## src/rtl/cpu_trace_buffer.sv

```systemverilog
// cpu_trace_buffer: trigger-qualified capture of retired-instruction samples
// into a circular buffer, drained oldest-first through a registered read port.
// Each entry is {carry, alu_result, instr, pc}.
module cpu_trace_buffer #(
  parameter int PC_W    = 4,
  parameter int INSTR_W = 8,
  parameter int DATA_W  = 8,
  parameter int DEPTH   = 16,
  localparam int AW      = $clog2(DEPTH),
  localparam int ENTRY_W = PC_W + INSTR_W + DATA_W + 1
) (
  input  logic               clk,
  input  logic               reset,
  input  logic               valid,
  input  logic [PC_W-1:0]    pc,
  input  logic [INSTR_W-1:0] instr,
  input  logic [DATA_W-1:0]  alu_result,
  input  logic               carry,
  input  logic               arm,
  input  logic               abort,
  input  logic [1:0]         trig_mode,
  input  logic [PC_W-1:0]    trig_pc,
  input  logic [INSTR_W-1:0] trig_instr,
  input  logic [AW-1:0]      post_count,
  input  logic               rd_en,
  output logic [ENTRY_W-1:0] rd_data,
  output logic               rd_valid,
  output logic [AW:0]        count,
  output logic [AW-1:0]      trig_pos,
  output logic               wrapped,
  output logic [1:0]         state
);

  typedef enum logic [1:0] {
    IDLE    = 2'd0,
    ARMED   = 2'd1,
    CAPTURE = 2'd2,
    DONE    = 2'd3
  } state_t;

  localparam logic [AW-1:0] PTR_ONE  = 1;
  localparam logic [AW-1:0] POS_MAX  = AW'(DEPTH - 1);
  localparam logic [AW:0]   CNT_ONE  = 1;
  localparam logic [AW:0]   CNT_FULL = (AW + 1)'(DEPTH);

  state_t               state_q, state_d;
  logic [ENTRY_W-1:0]   mem [DEPTH];
  logic [AW-1:0]        wr_ptr, rd_ptr;
  logic [AW-1:0]        post_rem;
  logic [1:0]           mode_q;
  logic [PC_W-1:0]      trig_pc_q;
  logic [INSTR_W-1:0]   trig_instr_q;
  logic                 match;
  logic                 sample;
  logic                 wr_en;
  logic                 arm_take;
  logic                 pop;
  logic                 full;

  assign state    = state_q;
  assign full     = (count == CNT_FULL);
  assign sample   = valid && (state_q == ARMED || state_q == CAPTURE);
  // abort outranks everything; arm is only honoured from IDLE or DONE.
  assign wr_en    = !abort && sample;
  assign arm_take = !abort && arm && (state_q == IDLE || state_q == DONE);
  assign pop      = !abort && !arm && (state_q == DONE) && rd_en && (count != '0);

  // Trigger comparison against the configuration latched at arm.
  always_comb begin
    // NOTE: every variable gets a default first so no path leaves it unassigned (no latch).
    match = 1'b0;
    case (mode_q)
      2'd0:    match = 1'b1;
      2'd1:    match = (pc == trig_pc_q);
      2'd2:    match = (instr == trig_instr_q);
      default: match = carry;
    endcase
  end

  // Next-state logic for the capture sequence.
  always_comb begin
    state_d = state_q;
    if (abort) begin
      state_d = IDLE;
    end else begin
      case (state_q)
        IDLE:    if (arm) state_d = ARMED;
        ARMED:   if (sample && match) state_d = (post_rem != '0) ? CAPTURE : DONE;
        CAPTURE: if (sample && post_rem == PTR_ONE) state_d = DONE;
        DONE:    if (arm) state_d = ARMED;
        default: state_d = IDLE;
      endcase
    end
  end

  // State register.
  always_ff @(posedge clk or negedge reset) begin
    // NOTE: sequential state uses non-blocking assignments so all flops update together.
    if (!reset) state_q <= IDLE;
    else        state_q <= state_d;
  end

  // Sample storage.
  always_ff @(posedge clk) begin
    // NOTE: the array is deliberately not reset; count and pointers define which entries are live.
    if (wr_en) mem[wr_ptr] <= {carry, alu_result, instr, pc};
  end

  // Pointers, occupancy, trigger bookkeeping and the registered read port.
  always_ff @(posedge clk or negedge reset) begin
    if (!reset) begin
      wr_ptr       <= '0;
      rd_ptr       <= '0;
      count        <= '0;
      trig_pos     <= '0;
      wrapped      <= 1'b0;
      post_rem     <= '0;
      mode_q       <= '0;
      trig_pc_q    <= '0;
      trig_instr_q <= '0;
      rd_data      <= '0;
      rd_valid     <= 1'b0;
    end else begin
      rd_valid <= 1'b0;
      if (abort) begin
        wr_ptr   <= '0;
        rd_ptr   <= '0;
        count    <= '0;
        trig_pos <= '0;
        wrapped  <= 1'b0;
      end else if (arm_take) begin
        wr_ptr       <= '0;
        rd_ptr       <= '0;
        count        <= '0;
        trig_pos     <= '0;
        wrapped      <= 1'b0;
        mode_q       <= trig_mode;
        trig_pc_q    <= trig_pc;
        trig_instr_q <= trig_instr;
        post_rem     <= post_count;
      end else begin
        if (wr_en) begin
          wr_ptr <= wr_ptr + PTR_ONE;
          if (full) begin
            // Oldest entry is overwritten: the read side follows it.
            rd_ptr  <= rd_ptr + PTR_ONE;
            wrapped <= 1'b1;
            if (state_q == CAPTURE && trig_pos != '0) trig_pos <= trig_pos - PTR_ONE;
          end else begin
            count <= count + CNT_ONE;
          end
          if (state_q == ARMED && match) trig_pos <= full ? POS_MAX : count[AW-1:0];
          if (state_q == CAPTURE) post_rem <= post_rem - PTR_ONE;
        end
        if (pop) begin
          rd_data  <= mem[rd_ptr];
          rd_valid <= 1'b1;
          rd_ptr   <= rd_ptr + PTR_ONE;
          count    <= count - CNT_ONE;
        end
      end
    end
  end

endmodule

```

## config.mk

```make
export PLATFORM = sky130hd
export DESIGN_NAME = cpu_trace_buffer
export DESIGN_NICKNAME = d
export VERILOG_FILES = /design/src/rtl/cpu_trace_buffer.sv
export SDC_FILE = /design/constraint.sdc
export NUM_CORES = 1
export LEC_CHECK = 0
export BUFFER_PORTS_ARGS = -buffer_cell sky130_fd_sc_hd__buf_4
export CAP_MARGIN = 0
export CORE_MARGIN = 2
export CORE_UTILIZATION = 55
export DETAILED_ROUTE_END_ITERATION = 12
export PLACE_DENSITY = 0.76
export SETUP_SLACK_MARGIN = 0.3
export SYNTH_ARGS = -nofsm -noshare
export SYNTH_HDL_FRONTEND = slang
export SYNTH_SLANG_ARGS = --single-unit
```

## constraint.sdc

```tcl
create_clock -name clk -period 3.2 [get_ports clk]
set_clock_uncertainty 0.05 [all_clocks]
set_input_delay 0.64 -clock clk [delete_from_list [all_inputs] [get_ports clk]]
set_output_delay 0.64 -clock clk [all_outputs]
set_load 0.02 [all_outputs]
```

==> run summary <==
Normalized max-slew margin - 0.389
DRC - 0
DRT Pass-1 Iters - 5
Crit path arrival time - 3.04 ns
Quantity of I/O buffers inserted on ports - 78
RSZ-0062 raised after global routing - false
YS warnings - 0
DR WL/cell - 24.6 microns
Sequential Power Share - 0.451
Routed wire length - 32.5 mm
Reg clk slew, reported paths - 0.06 ns
CP Max Fanout - 9
Area grow syn2layout - 17.3%
Status - complete, no violations
Max cap viols - 0
CTS root buf - clkbuf_16
Initial antenna violation count - 0
Peak supply drop - 482 uV
Gate power share - 0.213
Largest family of logic cells by synthesized area - multiplexers
Maximum clock path buffer count - 3
Post-Syn Nets - 837
Largest net degree at the start of global routing - 61
XOR/XNOR Fraction of Synth Area - 0.0111
Post-route ant nets - 0
Remaining global-route overflow - 0
TritonCTS Buffers - 41
Tmin final - 2.70 ns
Setup-failing EPs final - 0
Clk sink count - 396
Complex-gate fraction of the synthesized area - 0.0190
WHS - 0.210 ns
Crit Path Category - register to register
Avg Inst Size Synth - 20.4 sq um
Netlist Area Pre-Place - 15800 sq um
Number of enable flip-flop cells after synthesis - 336
Worst-Skew Late Latency - 0.53 ns
Switch share - 0.256
Synth Instances - 775
HPWL Detailed - 18.6 mm
Worst Setup Start Kind - register
Setup bufs post-CTS - 0
Final hold violations - 0
Highest Clock Rate - 0.370 GHz
CTS tree - done
First-pass GRT wire length - 50.0 mm
# H-tree levels - 2
Clk pwr share - 0.335
Worst setup startpoint - state[0]
Number of global-route vias before repair - 8240
Simple-Gate Fraction of Synth Area - 0.0277
Net Switching - 3.55 mW
Post-synthesis sequential area ratio - 0.732
Tcrit/Tclk final - 0.845
R2r startpoint - state[0]
Ports - 79
Synth async-reset ratio - 0.152
Final core utilization - 0.651
Die span in x - 174 microns
Mux cell area share after synthesis - 0.178
N_diodes - 0
Static Leak - 6.40 nW
Nets - 968
Crit end category - register
Core Area - 28500 sq um
Drt initial violations - 814
Netlist cell types - 46
Initial Utilization - 0.555
Placement Rows - 62
Int Pwr - 10.3 mW
Final Total Pwr - 13.9 mW
Pwr/cell area - 747 nW/um^2
Die area - 30200 sq um
RePlAce Congestion - 0.813
Filler cells - 1901
Share of layout cells above drive strength 1 - 0.371
Required time worst endpoint - 3.53 ns
Worst slew pin tran - 0.916 ns
Detailed-route via count - 7864
Die H - 174 microns
Post-Synth Adder-Cell Area - 0.0139
Fin. max-slew vios - 0
Avg Vias per Cell - 5.95
Post-synth top flop - edfxtp_1
Seq cells post-synth - 396
Total GRT Usage - 0.223
Min-delay worst type - input pin to asynchronous set/reset pin
## path summary, 6_finish.rpt
check / to / slack (ns) / cells after the start
min: trig_pos[1] / 0.21 / 1
min in group clk: trig_pc_q[1] / 0.29 / 2
max in group asynchronous: rd_ptr[0] / 2.20 / 1
max: count[4] / 0.50 / 11
max reg2reg: count[4] / 0.50 / 11
min reg2reg: rd_data[0] / 0.45 / 1
## worst max-delay path: stages, from the launching register on
cell	delay (ns)
dfrtp_1	0.45
ha_1	0.19
and4bb_4	0.31
o21ai_4	0.08
buf_4	0.20
fa_1	0.42
inv_1	0.07
a21o_1	0.12
a21oi_2	0.08
or3_1	0.34
a31oi_1	0.18
a21oi_1	0.08
## Yosys cell counts (all sizes together), types with 7 or more instances
cell / count / area share
nand3: 10 / 0.0032
a21oi: 14 / 0.0044
clkbuf: 20 / 0.0047
mux4: 105 / 0.15
nor2: 29 / 0.0069
dfrtp: 60 / 0.095
nor3: 7 / 0.0022
buf: 16 / 0.0093
xor2: 17 / 0.0094
nand2: 25 / 0.0059
inv: 20 / 0.0047
edfxtp: 336 / 0.64
o21ai: 12 / 0.0040
ha: 16 / 0.013
mux2: 37 / 0.026
## power groups by stage
stage / clock network [mW] / logic (mW) / registers, mW
finish: 4.65 / 2.96 / 6.26
global route: 4.92 / 3.20 / 6.32
CTS: 4.73 / 2.99 / 6.27
detailed placement: 0 / 2.98 / 6.37
global placement: 0 / 2.93 / 6.36
floorplan: 0 / 2.19 / 6.29
## flip-flops by register name (all words and copies together) (netlist names), 2 cells and up
name          count
rd_data          21
mem             336
mode_q            2
post_rem          4
trig_pc_q         4
trig_instr_q      8
trig_pos          4
wr_ptr            4
count             5
rd_ptr            4
state             2
## stage by stage
| stage | area (sq um) | cells | TNS (ns) | setup WS, ns |
|---|---|---|---|---|
| floorplan | 15900 | 775 | -13.34 | -0.318 |
| CTS | 18600 | 1321 | 0 | 0.332 |
| global route | 18600 | 1321 | 0 | 0.328 |
| detailed placement | 17200 | 1247 | 0 | 0.207 |
| finish | 18600 | 1321 | 0 | 0.495 |
| global placement | 17200 | 1247 | 0 | 0.282 |
## routing by layer
metal	up-vias	part of all wire	GRT usage
li1	3415	-	-
met4	0	0.028	0.0728
met1	4080	0.40	0.310
met2	308	0.50	0.362
met5	-	0	0
met3	61	0.073	0.0428
## cell usage in the layout, fill, tap and decap left out, types with 10 or more instances in the layout
cell type and count:
nor2_2 12, nand2_1 25, clkbuf_16 42, mux4_2 105
dfrtp_1 56, buf_12 11, nand3_1 10, ha_1 16
xor2_1 17, inv_1 20, buf_4 113, mux2_2 37
a21oi_1 13, edfxtp_1 336, clkbuf_1 13, nor2_1 16
## kinds of logic (layout without fill, tap and decap cells)
logic type               count (synthesis)  in the layout
buffers and inverters                   56            218
flip-flops                             396            396
AND/OR/NAND/NOR                         93             93
multiplexers                           145            145
adder cells (fa/ha/maj)                 17             17
XOR/XNOR                                20             20
AO/OA/AOI/OAI                           48             48
## what timing repair did
item,4_1_cts,5_1_grt
hold buffers,0,0
resized for setup,0,5
hold endpoints to repair,0,0
endpoints found under the setup margin,0,7
## area by class of cell
cell class              instances  area (sq um)  share of cell area
multi-input cells             323          4040               0.217
inverters                      20          75.1             0.00404
flip-flops and latches        396         11600               0.624
well taps                     384           480              0.0259
clock inverters                18           205              0.0110
repair buffers                124          1070              0.0575
clock buffers                  56          1110              0.0599
Note: power is estimated with default switching activity, not from simulation.
